### src/rtl/timer_countdown_ctrl.sv
// Countdown timer sequencer: owns MIN:SEC and the IDLE/SET/RUN/PAUSE/ALARM state.
// Optional macro TIMER_PRESET_EN adds a preset register reloaded on clear/expiry.
module timer_countdown_ctrl #(
    parameter int MAX_MIN   = 59,
    parameter int ALARM_SEC = 10
) (
    input  logic       CLK,
    input  logic       RESETN,
    input  logic       TICK_1HZ,
    input  logic       SW_T_EN,
    input  logic       SW_SET,
    input  logic       SW_UP_MIN,
    input  logic       SW_UP_SEC,
    input  logic       SW_CLR,
    output logic [6:0] MIN,
    output logic [5:0] SEC,
    output logic [2:0] STATE,
    output logic       TIMER_RUN,
    output logic       ALARM
);

    typedef enum logic [2:0] {
        S_IDLE  = 3'd0,
        S_SET   = 3'd1,
        S_RUN   = 3'd2,
        S_PAUSE = 3'd3,
        S_ALARM = 3'd4
    } state_t;

    localparam int                CNT_W      = (ALARM_SEC < 2) ? 1 : $clog2(ALARM_SEC + 1);
    localparam logic [CNT_W-1:0]  ALARM_LAST = CNT_W'(ALARM_SEC - 1);
    localparam logic [6:0]        MAX_MIN_V  = 7'(MAX_MIN);

    state_t           state;
    logic [CNT_W-1:0] alarm_cnt;

    logic       time_nz;
    logic [6:0] dec_min;
    logic [5:0] dec_sec;
    logic       dec_zero;
    logic [6:0] inc_min;
    logic [5:0] inc_sec;
    logic [6:0] rld_min;
    logic [5:0] rld_sec;

    assign STATE   = state;
    assign time_nz = (MIN != 7'd0) || (SEC != 6'd0);
    assign inc_min = (MIN == MAX_MIN_V) ? 7'd0 : MIN + 7'd1;
    assign inc_sec = (SEC == 6'd59) ? 6'd0 : SEC + 6'd1;

    always_comb begin
        dec_min = MIN;
        dec_sec = SEC;
        if (SEC != 6'd0) begin
            dec_sec = SEC - 6'd1;
        end else if (MIN != 7'd0) begin
            dec_min = MIN - 7'd1;
            dec_sec = 6'd59;
        end
        dec_zero = (dec_min == 7'd0) && (dec_sec == 6'd0);
    end

`ifdef TIMER_PRESET_EN
    logic [6:0] preset_min;
    logic [5:0] preset_sec;

    // Capture exactly on the IDLE/SET -> RUN transitions of the main FSM
    always_ff @(posedge CLK or negedge RESETN) begin
        if (!RESETN) begin
            preset_min <= 7'd0;
            preset_sec <= 6'd0;
        end else if ((state == S_IDLE || state == S_SET) && !SW_CLR && SW_T_EN && time_nz) begin
            preset_min <= MIN;
            preset_sec <= SEC;
        end
    end

    assign rld_min = preset_min;
    assign rld_sec = preset_sec;
`else
    assign rld_min = 7'd0;
    assign rld_sec = 6'd0;
`endif

    always_ff @(posedge CLK or negedge RESETN) begin
        if (!RESETN) begin
            state     <= S_IDLE;
            MIN       <= 7'd0;
            SEC       <= 6'd0;
            TIMER_RUN <= 1'b0;
            ALARM     <= 1'b0;
            alarm_cnt <= '0;
        end else begin
            case (state)
                S_IDLE: begin
                    if (SW_CLR) begin
                        MIN <= 7'd0;
                        SEC <= 6'd0;
                    end else if (SW_T_EN) begin
                        if (time_nz) begin
                            state     <= S_RUN;
                            TIMER_RUN <= 1'b1;
                        end
                    end else if (SW_SET) begin
                        state <= S_SET;
                    end
                end
                S_SET: begin
                    if (SW_CLR) begin
                        MIN <= 7'd0;
                        SEC <= 6'd0;
                    end else if (SW_T_EN) begin
                        if (time_nz) begin
                            state     <= S_RUN;
                            TIMER_RUN <= 1'b1;
                        end else begin
                            state <= S_IDLE;
                        end
                    end else if (SW_SET) begin
                        state <= S_IDLE;
                    end else begin
                        if (SW_UP_MIN) MIN <= inc_min;
                        if (SW_UP_SEC) SEC <= inc_sec;
                    end
                end
                S_RUN: begin
                    if (SW_CLR) begin
                        state     <= S_IDLE;
                        TIMER_RUN <= 1'b0;
                        MIN       <= rld_min;
                        SEC       <= rld_sec;
                    end else if (SW_T_EN) begin
                        state     <= S_PAUSE;
                        TIMER_RUN <= 1'b0;
                    end else if (TICK_1HZ) begin
                        MIN <= dec_min;
                        SEC <= dec_sec;
                        // Expiry enters ALARM on the same edge that reaches 00:00
                        if (dec_zero) begin
                            state     <= S_ALARM;
                            TIMER_RUN <= 1'b0;
                            ALARM     <= 1'b1;
                            alarm_cnt <= '0;
                        end
                    end
                end
                S_PAUSE: begin
                    if (SW_CLR) begin
                        state <= S_IDLE;
                        MIN   <= rld_min;
                        SEC   <= rld_sec;
                    end else if (SW_T_EN) begin
                        state     <= S_RUN;
                        TIMER_RUN <= 1'b1;
                    end
                end
                S_ALARM: begin
                    if (SW_CLR) begin
                        state <= S_IDLE;
                        ALARM <= 1'b0;
                        MIN   <= rld_min;
                        SEC   <= rld_sec;
                    end else if (SW_T_EN) begin
                        state <= S_IDLE;
                        ALARM <= 1'b0;
                    end else if (TICK_1HZ) begin
                        if (alarm_cnt == ALARM_LAST) begin
                            state     <= S_IDLE;
                            ALARM     <= 1'b0;
                            alarm_cnt <= '0;
                            MIN       <= rld_min;
                            SEC       <= rld_sec;
                        end else begin
                            alarm_cnt <= alarm_cnt + 1'b1;
                        end
                    end
                end
                default: begin
                    state     <= S_IDLE;
                    TIMER_RUN <= 1'b0;
                    ALARM     <= 1'b0;
                    alarm_cnt <= '0;
                end
            endcase
        end
    end

endmodule

### config.mk
export PLATFORM = sky130hd
export DESIGN_NAME = timer_countdown_ctrl
export DESIGN_NICKNAME = d
export VERILOG_FILES = /design/src/rtl/timer_countdown_ctrl.sv
export SDC_FILE = /design/constraint.sdc
export NUM_CORES = 1
export LEC_CHECK = 0
export ABC_AREA = 1
export CAP_MARGIN = 40
export CORE_ASPECT_RATIO = 1.5
export CORE_MARGIN = 2
export CORE_UTILIZATION = 61
export CTS_CLUSTER_SIZE = 12
export DETAILED_ROUTE_END_ITERATION = 6
export PLACE_DENSITY = 0.86
export SYNTH_ARGS = -nofsm -noshare
export SYNTH_HDL_FRONTEND = slang
export SYNTH_SLANG_ARGS = --single-unit
### constraint.sdc
create_clock -name CLK -period 3.1 [get_ports CLK]
set_input_delay 0.93 -clock CLK [delete_from_list [all_inputs] [get_ports CLK]]
set_output_delay 0.93 -clock CLK [all_outputs]
set_load 0.05 [all_outputs]
After elaboration in Yosys (flattened, before gate mapping)
Index checks and enable logic that the tools add are counted.
- equality and inequality tests: 39
- reductions and logical operators: 17
- muxes and demuxes: 79
- bitwise operators: 2
- $add $sub $neg: 5
- shift-type cells: 0
- multiply operators: 0
- magnitude comparators: 0
- div/mod/pow operators: 0
- operators with widths (operator ; count):
    $mux W7 ; 15
    $mux W6 ; 15
    $mux W3 ; 17
    $ne A3 B3 Y1 const B ; 13
    $mux W4 ; 8
    $reduce_and A10 Y1 ; 3
    $pmux W7 S4 ; 1
    $ne A2 B2 Y1 const B ; 12
    $pmux W6 S4 ; 1
    $mux W1 ; 17
    $ne A4 B4 Y1 const B ; 4
    $reduce_and A8 Y1 ; 2
    $pmux W3 S5 ; 1
    $pmux W4 S3 ; 1
    $add A7 B1 Y7 const B ; 1
    $eq A7 B6 Y1 const B ; 1
    $logic_not A7 Y1 ; 1
    $reduce_and A7 Y1 ; 1
    $reduce_bool A7 Y1 ; 1
    $sub A7 B1 Y7 const B ; 1
    $add A6 B1 Y6 const B ; 1
    $eq A3 B2 Y1 const B ; 2
    $eq A6 B6 Y1 const B ; 1
    $logic_not A6 Y1 ; 1
    17 further kinds ; 21
- register bits after elaboration: 22
- input port bits: 8
- ROM bits: 0
- output and inout bits: 18
- bits in writable memories: 0
- memories kept: 0
- bits in latches: 0

Depth between registers and ports, before layout
- depth after elaboration: 10
- mapped depth: 16
- mapped depth without buffers: 16

Least setup slack after synthesis
Ideal clock, no wire load.
- kind: reg2reg
- start point: register MIN[0]
- end point: register state[0], in the netlist STATE[0]
- slack: 0.719 ns
- path buffers: 0
- data arrival time: 2.261 ns
- clock period less this slack: 2.381 ns
- data required time: 2.980 ns
- cell stages (with the launch flop): 15
- setup time: 0.120 ns
- cells stage by stage: dfrtp_1 -> clkinv_1 -> ha_1 -> inv_2 -> nor2_2 -> nand3_2 -> nand3_2 -> nand2_1 -> nand3_2 -> nor2_4 -> nand3_4 -> nand2_4 -> nand2_1 -> nand2_1 -> nand2_1
- word-level cells in the longest chain between the ends: 7
- ends and longest elaborated chain (element ; line ; RTL):
    from (decl) ; 15 ; output logic [6:0] MIN,
    from (signal assigned) ; 122 ; if (SW_UP_MIN) MIN <= inc_min;
    from (signal assigned) ; 130 ; MIN <= rld_min;
    from (signal assigned) ; 136 ; MIN <= dec_min;
    $sub A7 B1 Y7 / $reduce_bool A7 Y1 (equally long branches) ; 57, 47, 56 ;
    $mux W7 / $mux W6 (equally long branches) ; 56 ; end else if (MIN != 7'd0) begin
    $mux W7 / $mux W6 (equally long branches) ; 54 ; if (SEC != 6'd0) begin
    $logic_not A7 Y1 / $logic_not A6 Y1 (equally long branches) ; 60 ; dec_zero = (dec_min == 7'd0) && (dec_sec == 6'd0);
    $logic_and A1 B1 Y1 ; 60 ;
    $ne A4 B4 Y1 (no source line) ; - ;
    $reduce_and A10 Y1 (no source line) * ; - ;
    to (signal assigned) ; 87 ; state <= S_IDLE;
    to (signal assigned) ; 101 ; state <= S_RUN;
    to (signal assigned) ; 105 ; state <= S_SET;
    to (decl) ; 34 ; state_t state;
Every way passes the cells marked *; elsewhere a longest branch is shown, timed or not.
A chain may end at the register's enable or synchronous reset.

Worst setup path after layout
- start point: register MIN[3]
- end point: output MIN[3]
No word-level cell between the ends.

==> impl_metrics.py <==
metrics = {
    "layout": {
        "layout.nets": 353,
        "drive_above_1_share_pct": 13.1,
        "syn2layout_area_growth_pct": 14.8,
        "antenna_cells": 0,
        "fillCellCount": 277,
    },
    "grt": {
        "grt_max_degree": 23,
        "grt_pass1_wl_mm": 9.07,
        "grt_pass1_vias": 2083,
        "grt_antenna_before_repair": 0,
        "gr-total-overflow": 0,
        "grt_util_all_layers_pct": 29.2,
    },
    "placed_design": {
        "gp_congestion": 0.904,
        "post-dp-hpwl_mm": 4.07,
        "portBuffers": 25,
    },
    "drt": {
        "drcViolationCount": 0,
        "wl_mm": 5.24,
        "drtPass1Iterations": 4,
        "num_vias": 2172,
        "post_drt_via_cell_ratio": 5.73,
        "first_iter_violations": 78,
        "wire_per_inst_um": 13.8,
        "ant_nets": 0,
    },
    "critical_path": {
        "max_stage_delay_ns": 0.88,
        "crit_arrival_ns": 1.75,
        "crit_chain": "clkdlybuf4s50_1",
        "crit_path_max_fanout": 10,
        "cp_num_buf_inv": 1,
        "worstPathRequired_ns": 2.17,
        "crit_path_start_kind": "flop",
        "cpLargestDelayFamily": "buffers and inverters",
        "cp_slowest_cell": "clkdlybuf4s50_1",
        "worstSetupEndpointType": "primary output",
        "criticalPathCategory": "flop to primary output",
    },
    "logic_synthesis": {
        "synth.mux.area_fraction_pct": 0,
        "yosysTopAreaCellShare_pct": 25.9,
        "yosys_warnings": 0,
        "yosys.area_share.adder_pct": 3.54,
        "synthTopCellsByArea": "dfrtp_1 (26%), nand2_1 (17%), nand3_1 (6.8%)",
        "seq_area_frac_synth_pct": 25.9,
        "synth_top_cell_by_area": "dfrtp_1",
        "syn-num-nets": 326,
        "synth-main-ff-cell": "dfrtp_1",
        "synth_edf_count": 0,
        "syn_avg_cell_area_um2": 6.80,
        "ys_types": 37,
        "ys_ff_latch": 22,
        "synthSimpleGateAreaFrac_pct": 44.6,
        "synth_top_family_by_area": "simple AND/OR/NAND/NOR gates",
        "postSynthCellCount": 312,
        "synth-xor-area-share_pct": 5.37,
        "synth_compound_area_share_pct": 12.1,
        "mappedNetlistArea_um2": 2120,
        "synthArstFlopShare_pct": 100,
    },
    "timing": {
        "min_period_ns": 2.68,
        "final_hold_viol_count": 0,
        "fin_crit_sh_pct": 86.4,
        "fin_worst_skew_ns": 0.00606,
        "slew-limit-headroom_pct": 62.6,
        "clock.fmax_mhz": 373,
        "slew_viol_final": 0,
        "rsz0062_at_grt": "no",
        "fin_setup_tns_ns": 0,
        "tightest_slew_ns": 0.562,
        "setup_viol": 0,
    },
    "cts": {
        "numCtsBuffers": 3,
        "clk_pin_slew_ns": 0.09,
        "htree_levels": 1,
        "cts_resized": 0,
        "clockRootBuffer": "clkbuf_8",
        "cts_hold_buf": 0,
        "clk_latency_ns": 0.28,
        "cts_post_setup_buffers_inserted": 0,
        "cts_tree": "built",
        "cts_sinks": 22,
        "cts.path.max_buffers": 2,
    },
    "die": {
        "core_um2": 3380,
        "std_cell_rows": 26,
        "io_pins": 26,
        "fp.dieH_um": 76.2,
        "fp.dieW_um": 52.2,
        "dieArea_um2": 3980,
        "start_util_pct": 62.7,
    },
    "min_path": {
        "hold_path.class": "flop to flop",
    },
    "status": {
        "outcome": "complete, no violations",
    },
    "job": {
        "cap_viol_max_count": 0,
    },
}
==> cell usage after synthesis, types with 2 or more instances <==
library cell / count
inv_1: 24
xnor2_1: 3
nor2_1: 22
dfrtp_1: 22
nand3b_1: 2
nor2_2: 5
nand2_4: 4
nand3_2: 5
nor3_4: 3
nor3_1: 5
nand4_1: 3
nand2_1: 97
inv_2: 8
a21oi_2: 2
o21ai_1: 8
xor2_1: 10
nand3_1: 29
nand2_2: 4
buf_2: 3
nor2_4: 4
clkinv_1: 2
buf_6: 2
ha_1: 6
a21oi_1: 9
o21ai_0: 16
o22ai_1: 3
==> layout by cell type, fill, tap and decap left out <==
cell type and count:
o22ai_1 3, dfrtp_1 22, inv_2 8, nand2_4 4, o21ai_1 8, a21oi_2 2, clkbuf_8 3, clkdlybuf4s50_1 25
o21ai_0 16, a31oi_1 1, nand3_1 29, nor3_1 5, o21a_1 1, inv_1 24, ha_1 6, nand3_4 1
nand4_1 3, a21oi_1 9, nor3_4 3, o32ai_1 1, buf_4 3, nor2_2 5, nor4_2 1, nor2_4 4
xnor2_1 3, nor2_1 22, a22o_1 1, nand3b_1 2, a211oi_1 1, clkinv_1 2, nor2_8 1, a22oi_1 1
xor2_1 10, nand2_2 4, o2111ai_1 1, nand3_2 5, nand2_1 97
==> final cells by class <==
cell class,instances,area [um2],area share (%)
Sequential cell,22,551,22.6
Timing Repair Buffer,28,273,11.2
Tap cell,42,52.6,2.16
Inverter,34,128,5.24
Multi-Input combinational cell,250,1390,57.1
Clock buffer,3,41.3,1.69
==> per-layer routing <==
metal	part of all wire [%]	global-route usage [%]	vias up
met4	3.0	13.8	0
met3	5.5	5.29	24
li1	-	-	1074
met5	0	0	-
met1	38	33.8	990
met2	54	50.1	84
==> registers in the layout (all words and copies together) (netlist names) <==
register,cells
ALARM,1
MIN,7
SEC,6
STATE,3
TIMER_RUN,1
alarm_cnt,4
==> through the flow <==
stage / util (%) / cells / worst slack [ns] / area, um2 / hold WS [ns]
6_report: 72.0 / 379 / 0.420 / 2440 / 0.485
5_1_grt: 72.0 / 379 / 0.370 / 2440 / 0.520
4_1_cts: 72.0 / 379 / 0.425 / 2440 / 0.484
3_5_place_dp: 70.8 / 376 / 0.349 / 2390 / 0.465
3_3_place_gp: 70.8 / 376 / 0.431 / 2390 / 0.460
2_1_floorplan: - / 312 / 0.719 / 2120 / 0.481
==> logic make-up (layout without fill, tap and decap cells) <==
kind of cell             count (synthesis)  count (layout)
AND/OR/NAND/NOR                        186             186
AO/OA/AOI/OAI                           45              45
buffers and inverters                   40              65
flip-flops                              22              22
XOR/XNOR                                13              13
adder cells (fa/ha/maj)                  6               6
==> final timing paths <==
path	startpoint	end	slack, ns	cells past startpoint
worst max-delay path	MIN[3]	MIN[3]	0.42	1
worst min-delay path	TIMER_RUN	TIMER_RUN	0.49	2
worst max register to register	MIN[0]	alarm_cnt[2]	0.63	15
worst min register to register	TIMER_RUN	TIMER_RUN	0.49	2
max in group asynchronous	RESETN	SEC[0]	1.85	2
min in group asynchronous	RESETN	MIN[5]	1.01	2
Power is left out: the tool's default activity adds up to more than one toggle a clock period on the data nets, which glitch-free logic cannot reach.
